--- config.mk ---
export PLATFORM = sky130hd
export DESIGN_NAME = snake_dir_ctrl
export DESIGN_NICKNAME = d
export VERILOG_FILES = /design/src/rtl/snake_dir_ctrl.sv
export SDC_FILE = /design/constraint.sdc
export NUM_CORES = 1
export LEC_CHECK = 0
export BUFFER_PORTS_ARGS = -buffer_cell sky130_fd_sc_hd__buf_2
export CAP_MARGIN = 5
export CORE_AREA = 2 2 62 64
export DETAILED_ROUTE_END_ITERATION = 10
export DIE_AREA = 0 0 64 66
export PLACE_DENSITY = 0.82
export SYNTH_ARGS = -nofsm -noshare
export SYNTH_HDL_FRONTEND = slang
export SYNTH_SLANG_ARGS = --single-unit
--- constraint.sdc ---
create_clock -name clk -period 2.5 [get_ports clk]
set_input_delay 0 -clock clk [delete_from_list [all_inputs] [get_ports clk]]
set_output_delay 0 -clock clk [all_outputs]
set_load 0.02 [all_outputs]
--- src/rtl/snake_dir_ctrl.sv ---
// snake_dir_ctrl: button-driven direction controller for a snake game.
//   Synchronizes a divided 2 ms square wave into a one-clk tick, debounces
//   four direction buttons on that tick, arbitrates press events into a
//   pending direction (rejecting 180-degree reversals), and generates
//   periodic step pulses that commit the pending direction.
// Ports:
//   clk        system clock (only clock)
//   rst        synchronous active-high reset
//   clk_2ms    divided square wave, sampled as data
//   btn_up/down/left/right  raw asynchronous active-high buttons
//   speed[1:0] step period = MOVE_TICKS >> speed ticks (minimum 1)
//   run        step generation enable
//   dir[1:0]   committed direction: 00 up, 01 down, 10 left, 11 right
//   move       one-clk step pulse
//   dir_chg    one-clk pulse with move when the committed direction changes
module snake_dir_ctrl #(
  parameter int unsigned DEBOUNCE_N = 5,
  parameter int unsigned MOVE_TICKS = 250
) (
  input  logic       clk,
  input  logic       rst,
  input  logic       clk_2ms,
  input  logic       btn_up,
  input  logic       btn_down,
  input  logic       btn_left,
  input  logic       btn_right,
  input  logic [1:0] speed,
  input  logic       run,
  output logic [1:0] dir,
  output logic       move,
  output logic       dir_chg
);

  localparam int unsigned DW     = $clog2(DEBOUNCE_N + 1);
  localparam int unsigned W      = $clog2(MOVE_TICKS + 1);
  localparam int unsigned NBTN   = 4;
  localparam logic [1:0]  DIR_RT = 2'b11;

  // Button index equals its direction code: 0 up, 1 down, 2 left, 3 right.
  logic [NBTN-1:0] w_btn_raw;
  assign w_btn_raw = {btn_right, btn_left, btn_down, btn_up};

  logic            r_clk_s1, r_clk_s2, r_clk_s3, r_tick;
  logic [NBTN-1:0] r_btn_s1, r_btn_s2;
  logic [NBTN-1:0] r_stable, r_stable_d;
  logic [DW-1:0]   r_db_cnt [NBTN];
  logic [W-1:0]    r_step_cnt;
  logic [1:0]      r_dir, r_next_dir;
  logic            r_move, r_dir_chg;

  logic [NBTN-1:0] w_press;
  logic            w_take;
  logic [1:0]      w_take_dir;
  logic [1:0]      w_next_dir_d;
  logic [W-1:0]    w_period_raw, w_period, w_period_m1;
  logic            w_fire;

  // Synchronizers and tick: rising edge of the synchronized wave, registered.
  always_ff @(posedge clk) begin
    if (rst) begin
      r_clk_s1 <= 1'b0;
      r_clk_s2 <= 1'b0;
      r_clk_s3 <= 1'b0;
      r_tick   <= 1'b0;
      r_btn_s1 <= '0;
      r_btn_s2 <= '0;
    end else begin
      r_clk_s1 <= clk_2ms;
      r_clk_s2 <= r_clk_s1;
      r_clk_s3 <= r_clk_s2;
      r_tick   <= r_clk_s2 & ~r_clk_s3;
      r_btn_s1 <= w_btn_raw;
      r_btn_s2 <= r_btn_s1;
    end
  end

  // Debounce: a level change must persist for DEBOUNCE_N consecutive ticks.
  always_ff @(posedge clk) begin
    if (rst) begin
      r_stable   <= '0;
      r_stable_d <= '0;
      for (int i = 0; i < NBTN; i++) r_db_cnt[i] <= '0;
    end else begin
      r_stable_d <= r_stable;
      if (r_tick) begin
        for (int i = 0; i < NBTN; i++) begin
          if (r_btn_s2[i] == r_stable[i]) begin
            r_db_cnt[i] <= '0;
          end else if (r_db_cnt[i] == DW'(DEBOUNCE_N - 1)) begin
            r_stable[i] <= ~r_stable[i];
            r_db_cnt[i] <= '0;
          end else begin
            r_db_cnt[i] <= r_db_cnt[i] + DW'(1);
          end
        end
      end
    end
  end

  // Press events are stable 0->1 flips only.
  assign w_press = r_stable & ~r_stable_d;

  // Fixed priority (lowest index wins) and reversal rejection against committed dir.
  always_comb begin
    w_take       = 1'b0;
    w_take_dir   = 2'b00;
    w_next_dir_d = r_next_dir;
    for (int i = NBTN - 1; i >= 0; i--) begin
      if (w_press[i]) begin
        w_take     = 1'b1;
        w_take_dir = 2'(i);
      end
    end
    // Opposite direction differs only in bit 0.
    if (w_take && (w_take_dir != {r_dir[1], ~r_dir[0]})) begin
      w_next_dir_d = w_take_dir;
    end
  end

  // Step period with a floor of one tick.
  always_comb begin
    w_period_raw = W'(MOVE_TICKS) >> speed;
    w_period     = (w_period_raw == '0) ? W'(1) : w_period_raw;
    w_period_m1  = w_period - W'(1);
    // >= lets a speed increase fire on the very next tick.
    w_fire       = r_tick && run && (r_step_cnt >= w_period_m1);
  end

  // Step counter, step pulse and direction commit.
  always_ff @(posedge clk) begin
    if (rst) begin
      r_step_cnt <= '0;
      r_move     <= 1'b0;
      r_dir_chg  <= 1'b0;
      r_dir      <= DIR_RT;
      r_next_dir <= DIR_RT;
    end else begin
      if (!run) begin
        r_step_cnt <= '0;
      end else if (r_tick) begin
        r_step_cnt <= w_fire ? '0 : (r_step_cnt + W'(1));
      end
      r_move     <= w_fire;
      r_dir_chg  <= w_fire && (w_next_dir_d != r_dir);
      r_next_dir <= w_next_dir_d;
      // dir takes the pending value at the end of the move cycle.
      if (r_move) begin
        r_dir <= r_next_dir;
      end
    end
  end

  assign dir     = r_dir;
  assign move    = r_move;
  assign dir_chg = r_dir_chg;

endmodule

Yosys cells after proc, flatten, opt, wreduce, memory -nomap -nowiden
Memory sizes are Yosys's and may differ from the RTL's.
Cells that the tools add are included.
Word-level totals
  memories kept: 1
  ROM bits: 0
  logic and storage cells: 152
  latch bits: 0
  RAM bits: 12
  register bits after elaboration: 34
Memory list
  r_db_cnt: words 4, width 3, read ports 4, clocked after memory_dff 0, write ports 4, line 46  | logic [DW-1:0] r_db_cnt [NBTN];
Cells by class
  div/mod/pow operators: 0
  muxes and demuxes: 81
  reductions and logical operators: 10
  order comparisons: 1
  shift-type cells: 1
  equal/unequal tests: 10
  bitwise logic cells: 26
  $add $sub $neg: 6
  multipliers: 0
Operators by type and width (count)
  1-bit 2-to-1 mux: 62
  3-bit 2-to-1 mux: 12
  8-bit 2-to-1 mux: 2
  3-bit by 1-bit adder with 3-bit output (second input constant): 4
  3-bit equality test (second input constant): 4
  1-bit OR: 12
  3-bit AND reduction: 4
  1-bit inverter: 11
  2-bit 2-to-1 mux: 5
  8-bit by 1-bit adder with 8-bit output (second input constant): 1
  8-bit >= comparator: 1
  8-bit zero test: 1
  8-bit by 2-bit >> shifter with 8-bit output (first input constant): 1
  8-bit by 1-bit subtractor with 8-bit output (second input constant): 1
  4-bit bitwise AND: 1
  1-bit equality test: 4
  1-bit logical AND: 4
  2-bit != test: 2
  4-bit inverter: 1
  2-bit OR reduction: 1
  1-bit bitwise AND: 1

Depth between registers and ports, before layout
Gate-level depths: netlist of run 1.
  word-level depth: 11
  mapped depth: 7
  depth with buffers taken out: 7

Least setup slack after synthesis of run 1
No wires, ideal clock.
  path type: register to register
  start: register r_step_cnt[0]
  end: register r_move, in the netlist move
  arrival: 1.486 ns
  setup time: 0.115 ns
  path buffers: 0
  period minus slack after synthesis: 1.601 ns
  required time: 2.385 ns
  slack: 0.899 ns
  stages on the path, launching flop included: 8
  cell sequence: dfxtp_1 > inv_1 > ha_1 > nand2b_1 > a21o_1 > a21oi_1 > o22ai_2 > and2_1
Between the ends
  cells in the longest elaborated chain, start to end: 2
RTL lines
  from (decl): line 47  | logic [W-1:0] r_step_cnt;
  from (signal assigned): line 141  | r_step_cnt <= w_fire ? '0 : (r_step_cnt + W'(1));
  8-bit >= comparator: line 126  | w_fire = r_tick && run && (r_step_cnt >= w_period_m1);
  1-bit logical AND: line 126
  to (signal assigned): line 143  | r_move <= w_fire;
  to (decl): line 49  | logic r_move, r_dir_chg;
Every way passes these cells.
A chain may end at the register's enable or synchronous reset.

Worst setup path in the final report of run 1
  start: register r_step_cnt[0]
  end: register r_step_cnt[3]
Between the ends
  cells in the longest elaborated chain, start to end: 3
  elaborated cells between the ends (all ways): 4
  classes of those cells: add/sub: 1; order compare: 1; mux: 1; reduce/logical: 1
RTL lines (line)
  8-bit >= comparator: 126
  1-bit logical AND: 126
  8-bit 2-to-1 mux (*): 141
Mark *: on every way between the ends. The rest lies on a longest branch, timed or not.

==> results of run 1 <==
## placed cells by master, fill, tap and decap left out, types with 10 or more instances in the layout
| cell type | instances |
|---|---|
| ha_1 | 16 |
| nand2_1 | 17 |
| buf_2 | 13 |
| nand3_1 | 14 |
| dfxtp_1 | 34 |
| inv_1 | 20 |
| nor2b_1 | 19 |
| xor2_1 | 10 |
| edfxtp_1 | 12 |
| nor2_1 | 21 |
## tightest hold or removal path, cell delays in order
cell	delay [ns]
buf_2	0.10
nand2_1	0.19
nor3_1	0.07
## metal layers
layer	vias up	routed length (µm)	part of all wire (%)
met5	-	0	0
met4	0	76	1.9
met3	9	183	4.7
met2	41	2030	51
met1	746	1650	42
li1	831	-	-
## worst min-delay path by stage
stage,from,to,cells after the start
after global routing,rst,r_stable[0]$_SDFFE_PP0P_,2
after detailed placement,btn_down,r_btn_s1[1]$_SDFF_PP0_,2
after global placement,btn_left,r_btn_s1[2]$_SDFF_PP0_,2
after CTS,run,r_step_cnt[4]$_SDFFE_PP0P_,3
final,run,r_step_cnt[7]$_SDFFE_PP0P_,3
after floorplan,rst,r_clk_s3$_SDFF_PP0_,1
## flip-flops by register name, summed over array words and instances, names as in the netlist
register    cells
move            1
r_btn_s2        4
r_stable        4
dir_chg         1
r_btn_s1        4
r_db_cnt       12
r_clk_s1        1
r_clk_s3        1
r_next_dir      2
r_step_cnt      8
r_stable_d      4
r_clk_s2        1
r_tick          1
dir             2
## through the flow
step	area, µm²	power, W
final	2450	0.00129
after global routing	2450	0.00134
after CTS	2450	0.00130
after detailed placement	2320	0.000871
after global placement	2320	0.000868
after floorplan	2230	0.000850
## power by group
part	internal, W	switching [W]	total [W]
Sequential	0.000780	0.0000112	0.000792
Combinational	0.0000311	0.0000379	0.0000690
Clock	0.000178	0.000254	0.000432
## what timing repair did
action	4_1_cts	5_1_grt
hold endpoints to repair	5	0
hold buffers	5	0
setup endpoints to repair	0	0
## final cells by class
type	count	area [µm²]
Multi-Input combinational cell	160	1080
Sequential cell	46	1040
Clock buffer	6	62.6
Tap cell	48	60.1
Timing Repair Buffer	18	115
Fill cell	292	1100
Clock inverter	2	17.5
Inverter	21	78.8
## logic make-up after synthesis
| logic type | share of synthesized area [%] |
|---|---|
| adders and majority gates | 8.99 |
| DFF | 46.7 |
| and+or+nand+nor | 21.6 |
| xor gates and xnor gates | 5.90 |
| muxes | 2.25 |
| buffers and inverters | 4.78 |
| AOI/OAI and AO/OA | 9.61 |
| other | 0.168 |
==> impl_metrics.json, run 1 <==
{
  "antenna_cells": 0,
  "synth.most_common_cell": "dfxtp_1",
  "drt_iter0_drc": 119,
  "crit_type": "register to register",
  "fin_skew_ns": 0.00292,
  "die_w_um": 64,
  "r2r-end": "r_step_cnt[3]$_SDFFE_PP0P_",
  "drcViolationCount": 0,
  "finalMaxSlewViolations": 0,
  "critPathSlowestCell": "dfxtp_1",
  "rsz0062_at_grt": "false",
  "max_freq_mhz": 539,
  "maxCapViolations": 0,
  "use_met3_pct": 5.45,
  "syn_nets": 259,
  "r2r_slack_ns": 0.65,
  "firstDrtPassIters": 4,
  "status": "finished clean",
  "num_vias": 1627,
  "htree_levels": 2,
  "yosysTopAreaCell": "dfxtp_1",
  "ys_ff_latch": 46,
  "cp.arrival_ns": 2.15,
  "syn_area_per_cell_um2": 9.56,
  "clk_pin_slew_worst_paths_ns": 0.14,
  "finalNonFillerCells": 301,
  "cp-start-kind": "register",
  "tns_ns": 0,
  "wire_per_inst_um": 13.1,
  "synthCells": 233,
  "worst_ir_drop_vdd_uv": 421,
  "final_util_pct": 69.1,
  "whs_ns": 0.0267,
  "placement.io_buffers": 13,
  "initial_core_util_pct": 62.7,
  "crit_family": "compound AO/OA/AOI/OAI gates",
  "grt_util_all_layers_pct": 20.9,
  "end_kind": "register",
  "place_congestion": 0.849,
  "cts_max_path_buffers": 2,
  "synthFlopType": "dfxtp_1",
  "r2r.worst_path.cells": 7,
  "required_ns": 2.80,
  "use_met1_pct": 23.1,
  "netlist_top_cells_count": "dfxtp_1, nor2_1, inv_1",
  "antenna_found_initial": 0,
  "insertion_delay_ns": 0.37,
  "dp_slack_ns": 0.697,
  "crit_cells": 7,
  "finalSetupViolations": 0,
  "fin_ws_ns": 0.646,
  "yosysSeqAreaShare_pct": 46.7,
  "row_count": 22,
  "path_max_fanout": 8,
  "routed_wl_um": 3940,
  "critPathBufInv": 1,
  "clock_tree.root_cell": "clkbuf_4",
  "grt_util_met2_pct": 37.2,
  "finalNetCount": 278,
  "dieHeight_um": 66,
  "antenna_left": 0,
  "vias_per_cell": 5.41,
  "grt_pass1_wl_um": 6660,
  "clock-sinks": 46,
  "cts_resized": 0,
  "crit_path_start": "r_step_cnt[0]$_SDFFE_PP0P_",
  "syn2layout_area_growth_pct": 10.2,
  "overflow": 0,
  "cts_tree": "done",
  "die_area_um2": 4220,
  "core_area_um2": 3550,
  "cts_buffers": 5,
  "maxSlewHeadroom_pct": 64.2,
  "report.final.hold_viol_count": 0,
  "grt_pass1_vias": 1551,
  "synth_top_area_share_pct": 30.6,
  "post-dp-hpwl_um": 2820,
  "synth_cell_types": 42,
  "worst_r2r_startpoint": "r_step_cnt[0]$_SDFFE_PP0P_",
  "synth.area.top_cells": "dfxtp_1, edfxtp_1, ha_1",
  "async_flop_share_pct": 0,
  "min_path_type": "input port to register",
  "leakage_nw": 1.10,
  "top_usage_layer": "met2",
  "crit_path_end": "r_step_cnt[3]$_SDFFE_PP0P_",
  "cts_setup_buffers": 0,
  "grt_max_degree": 24,
  "cp_cell_sequence": "inv_1 > ha_1 > nand2b_1 > a21o_1 > a21oi_1 > o22ai_2 > nor3_1",
  "yosys_warnings": 0,
  "worst_path_largest_cell_delay_ns": 0.45,
  "place_inst": 288,
  "fin_crit_ns": 1.85,
  "io_pins": 14,
  "synth_edf_count": 12,
  "post-route-period-util_pct": 74.1,
  "drive_above_1_share_pct": 10.3,
  "p_per_area_nw_per_um2": 527,
  "max_slew.worst_pin.slew_ns": 0.536,
  "syn_area_um2": 2230
}
No activity file was read; power rests on OpenSTA's default activity.
==> run 2: changes to the inputs <==
Settings changed: ABC_AREA from default to 1, CORE_AREA 2 2 62 64 to 2 2 64 66, DIE_AREA 0 0 64 66 to 0 0 66 68, PLACE_DENSITY 0.82 to 0.75.
Clock period 2.5 ns to 1.9 ns, I/O delays scaled along.
==> impl_metrics.json, run 2 <==
{
  "clk_pin_slew_worst_paths_ns": 0.08,
  "dieHeight_um": 68,
  "finalSetupViolations": 0,
  "mostFrequentLayoutCells": "inv_1, nor2_1, dfxtp_1",
  "worst_path_largest_cell_delay_ns": 0.33,
  "status": "finished clean",
  "final_util_pct": 63.3,
  "wire_per_inst_um": 10.7,
  "synth_top_area_share_pct": 31.8,
  "cts_resized": 0,
  "antenna_cells": 0,
  "vias_per_cell": 4.66,
  "htree_levels": 2,
  "firstDrtPassIters": 4,
  "maxCapViolations": 0,
  "cp.arrival_ns": 1.78,
  "synth_adder_area_share_pct": 9.36,
  "crit_cells": 9,
  "synth_xor_area_share_pct": 5.32,
  "drt_iter0_drc": 85,
  "row_count": 23,
  "async_flop_share_pct": 0,
  "synth_mux_area_share_pct": 0,
  "report.final.hold_viol_count": 0,
  "synth_compound_area_share_pct": 4.85,
  "leakage_nw": 1.14,
  "seqCellArea_um2": 1040,
  "synth_top_family_by_area": "simple AND/OR/NAND/NOR gates",
  "finalMaxSlewViolations": 0,
  "insertion_delay_ns": 0.29,
  "cts_setup_buffers": 0,
  "crit_path_end": "dir_chg$_SDFF_PP0_",
  "io_pins": 14,
  "dr_wl_met3_um": 76,
  "yosysSeqAreaShare_pct": 48.7,
  "r2r_slack_ns": 0.34,
  "fin_skew_ns": 0.00776,
  "crit_family": "simple AND/OR/NAND/NOR gates",
  "dp_slack_ns": 0.349,
  "yosys_warnings": 0,
  "antenna_found_initial": 0,
  "final_common_cell": "inv_1",
  "num_vias": 1533,
  "post-dp-hpwl_um": 2590,
  "multi_input_area_um2": 900,
  "finalNetCount": 304,
  "drive_above_1_share_pct": 14.3,
  "p_per_area_nw_per_um2": 755,
  "grt_max_degree": 21,
  "grt_pass1_vias": 1503,
  "syn_area_per_cell_um2": 8.49,
  "cp_cell_sequence": "ha_1 > nand3_1 > nor2_1 > nand4_1 > nand4_1 > nand3_1 > nor2_1 > inv_1 > a21oi_2",
  "crit_path_start": "r_step_cnt[7]$_SDFFE_PP0P_",
  "die_w_um": 66,
  "critPathSlowestCell": "dfxtp_1",
  "ys_ff_latch": 46,
  "max_freq_mhz": 641,
  "cts_buffers": 5,
  "tns_ns": 0,
  "crit_type": "register to register",
  "synthFlopType": "dfxtp_1",
  "routed_wl_um": 3510,
  "syn2layout_area_growth_pct": 14.1,
  "fillers": 328,
  "synthCells": 252,
  "highest_layer": "met4",
  "top_register": "r_db_cnt",
  "drcViolationCount": 0,
  "min_path_type": "input port to register",
  "overflow": 0,
  "path_max_fanout": 4,
  "wl_met1_um": 1650,
  "largest_reg_flops": 12,
  "clock_tree.root_cell": "clkbuf_8",
  "grt_pass1_wl_um": 6150,
  "worst_r2r_startpoint": "r_step_cnt[7]$_SDFFE_PP0P_",
  "synth_cell_types": 26,
  "r2r.worst_path.cells": 9,
  "wl_met2_um": 1730,
  "fin_crit_ns": 1.56,
  "netlist_top_cells_count": "inv_1, nor2_1, dfxtp_1",
  "whs_ns": 0.0651,
  "grt_util_all_layers_pct": 18.1,
  "synth.area.top_cells": "dfxtp_1, edfxtp_1, ha_1",
  "rsz0062_at_grt": "false",
  "placement.io_buffers": 13,
  "antenna_left": 0,
  "cts_tree": "done",
  "syn_area_um2": 2140,
  "fin_total_pwr_w": 0.00184,
  "cp-start-kind": "register",
  "synth-simple-area-share_pct": 22.3,
  "post-route-period-util_pct": 82.1,
  "required_ns": 2.13,
  "die_area_um2": 4490,
  "r2r-end": "dir_chg$_SDFF_PP0_",
  "reg_top3": "r_db_cnt (12), r_step_cnt (8)",
  "yosysTopAreaCell": "dfxtp_1",
  "critPathBufInv": 1,
  "synth_edf_count": 12,
  "end_kind": "register",
  "synth.most_common_cell": "inv_1",
  "place_congestion": 0.844,
  "syn_nets": 278,
  "cts_max_path_buffers": 2,
  "cts_hold_buf": 6,
  "clock-sinks": 46,
  "worst_ir_drop_vdd_uv": 388,
  "fin_ws_ns": 0.341,
  "core_area_um2": 3860,
  "initial_core_util_pct": 55.5
}
## run 2: changes by cell type after synthesis, sizes merged, moves of 4 or more
cell    previous run  this run
a21oi              6        13
inv               21        49
mux2i              5         0
nand2             17        37
nand2b             4         0
nand3             14        21
nor2              21        38
nor2b             20         0
## run 2: worst reg2reg max path, stage by stage (launching register included)
cell	delay [ns]
dfxtp_1	0.33
ha_1	0.32
nand3_1	0.08
nor2_1	0.13
nand4_1	0.09
nand4_1	0.10
nand3_1	0.12
nor2_1	0.17
inv_1	0.07
a21oi_2	0.09
## run 2: final cells by class
| type | instances | area share [%] |
|---|---|---|
| Multi-Input combinational cell | 154 | 36.9 |
| Clock inverter | 1 | 1.23 |
| Inverter | 49 | 7.53 |
| Timing Repair Buffer | 22 | 6.05 |
| Clock buffer | 7 | 3.13 |
| Tap cell | 50 | 2.56 |
| Sequential cell | 46 | 42.6 |
## run 2: routing by layer
metal | track usage [%] | vias up
met5 | 0 | -
met1 | 21.3 | 677
li1 | - | 836
met2 | 31.7 | 16
met4 | 7.40 | 0
met3 | 4.44 | 4
## run 2: worst min path at each step
stage	slack, ns	depth (start not counted)	start	to
after floorplan	0.11	2	btn_up	r_btn_s1[0]$_SDFF_PP0_
after global placement	0.20	3	btn_down	r_btn_s1[1]$_SDFF_PP0_
after detailed placement	0.21	3	clk_2ms	r_clk_s1$_SDFF_PP0_
after CTS	0.06	3	rst	r_next_dir[1]$_SDFF_PP1_
after global routing	0.08	3	rst	r_next_dir[1]$_SDFF_PP1_
final	0.07	3	rst	r_next_dir[1]$_SDFF_PP1_
## run 2: logic make-up after synthesis
logic type               after synthesis
AO/OA/AOI/OAI                         20
XOR/XNOR                              13
adder cells (fa/ha/maj)               16
buffers and inverters                 52
flip-flops                            46
other                                  1
AND/OR/NAND/NOR                      104
## run 2: power breakdown
part / total (W) / switching (W) / internal, W
logic: 0.000105 / 0.0000591 / 0.0000462
registers: 0.00104 / 0.0000142 / 0.00103
clock network: 0.000697 / 0.000303 / 0.000394
## run 2: through the flow
stage               instance area (µm²)  std cells
finish                             2440        329
global route                       2440        329
CTS                                2440        329
detailed placement                 2270        315
global placement                   2270        315
floorplan                          2140        252
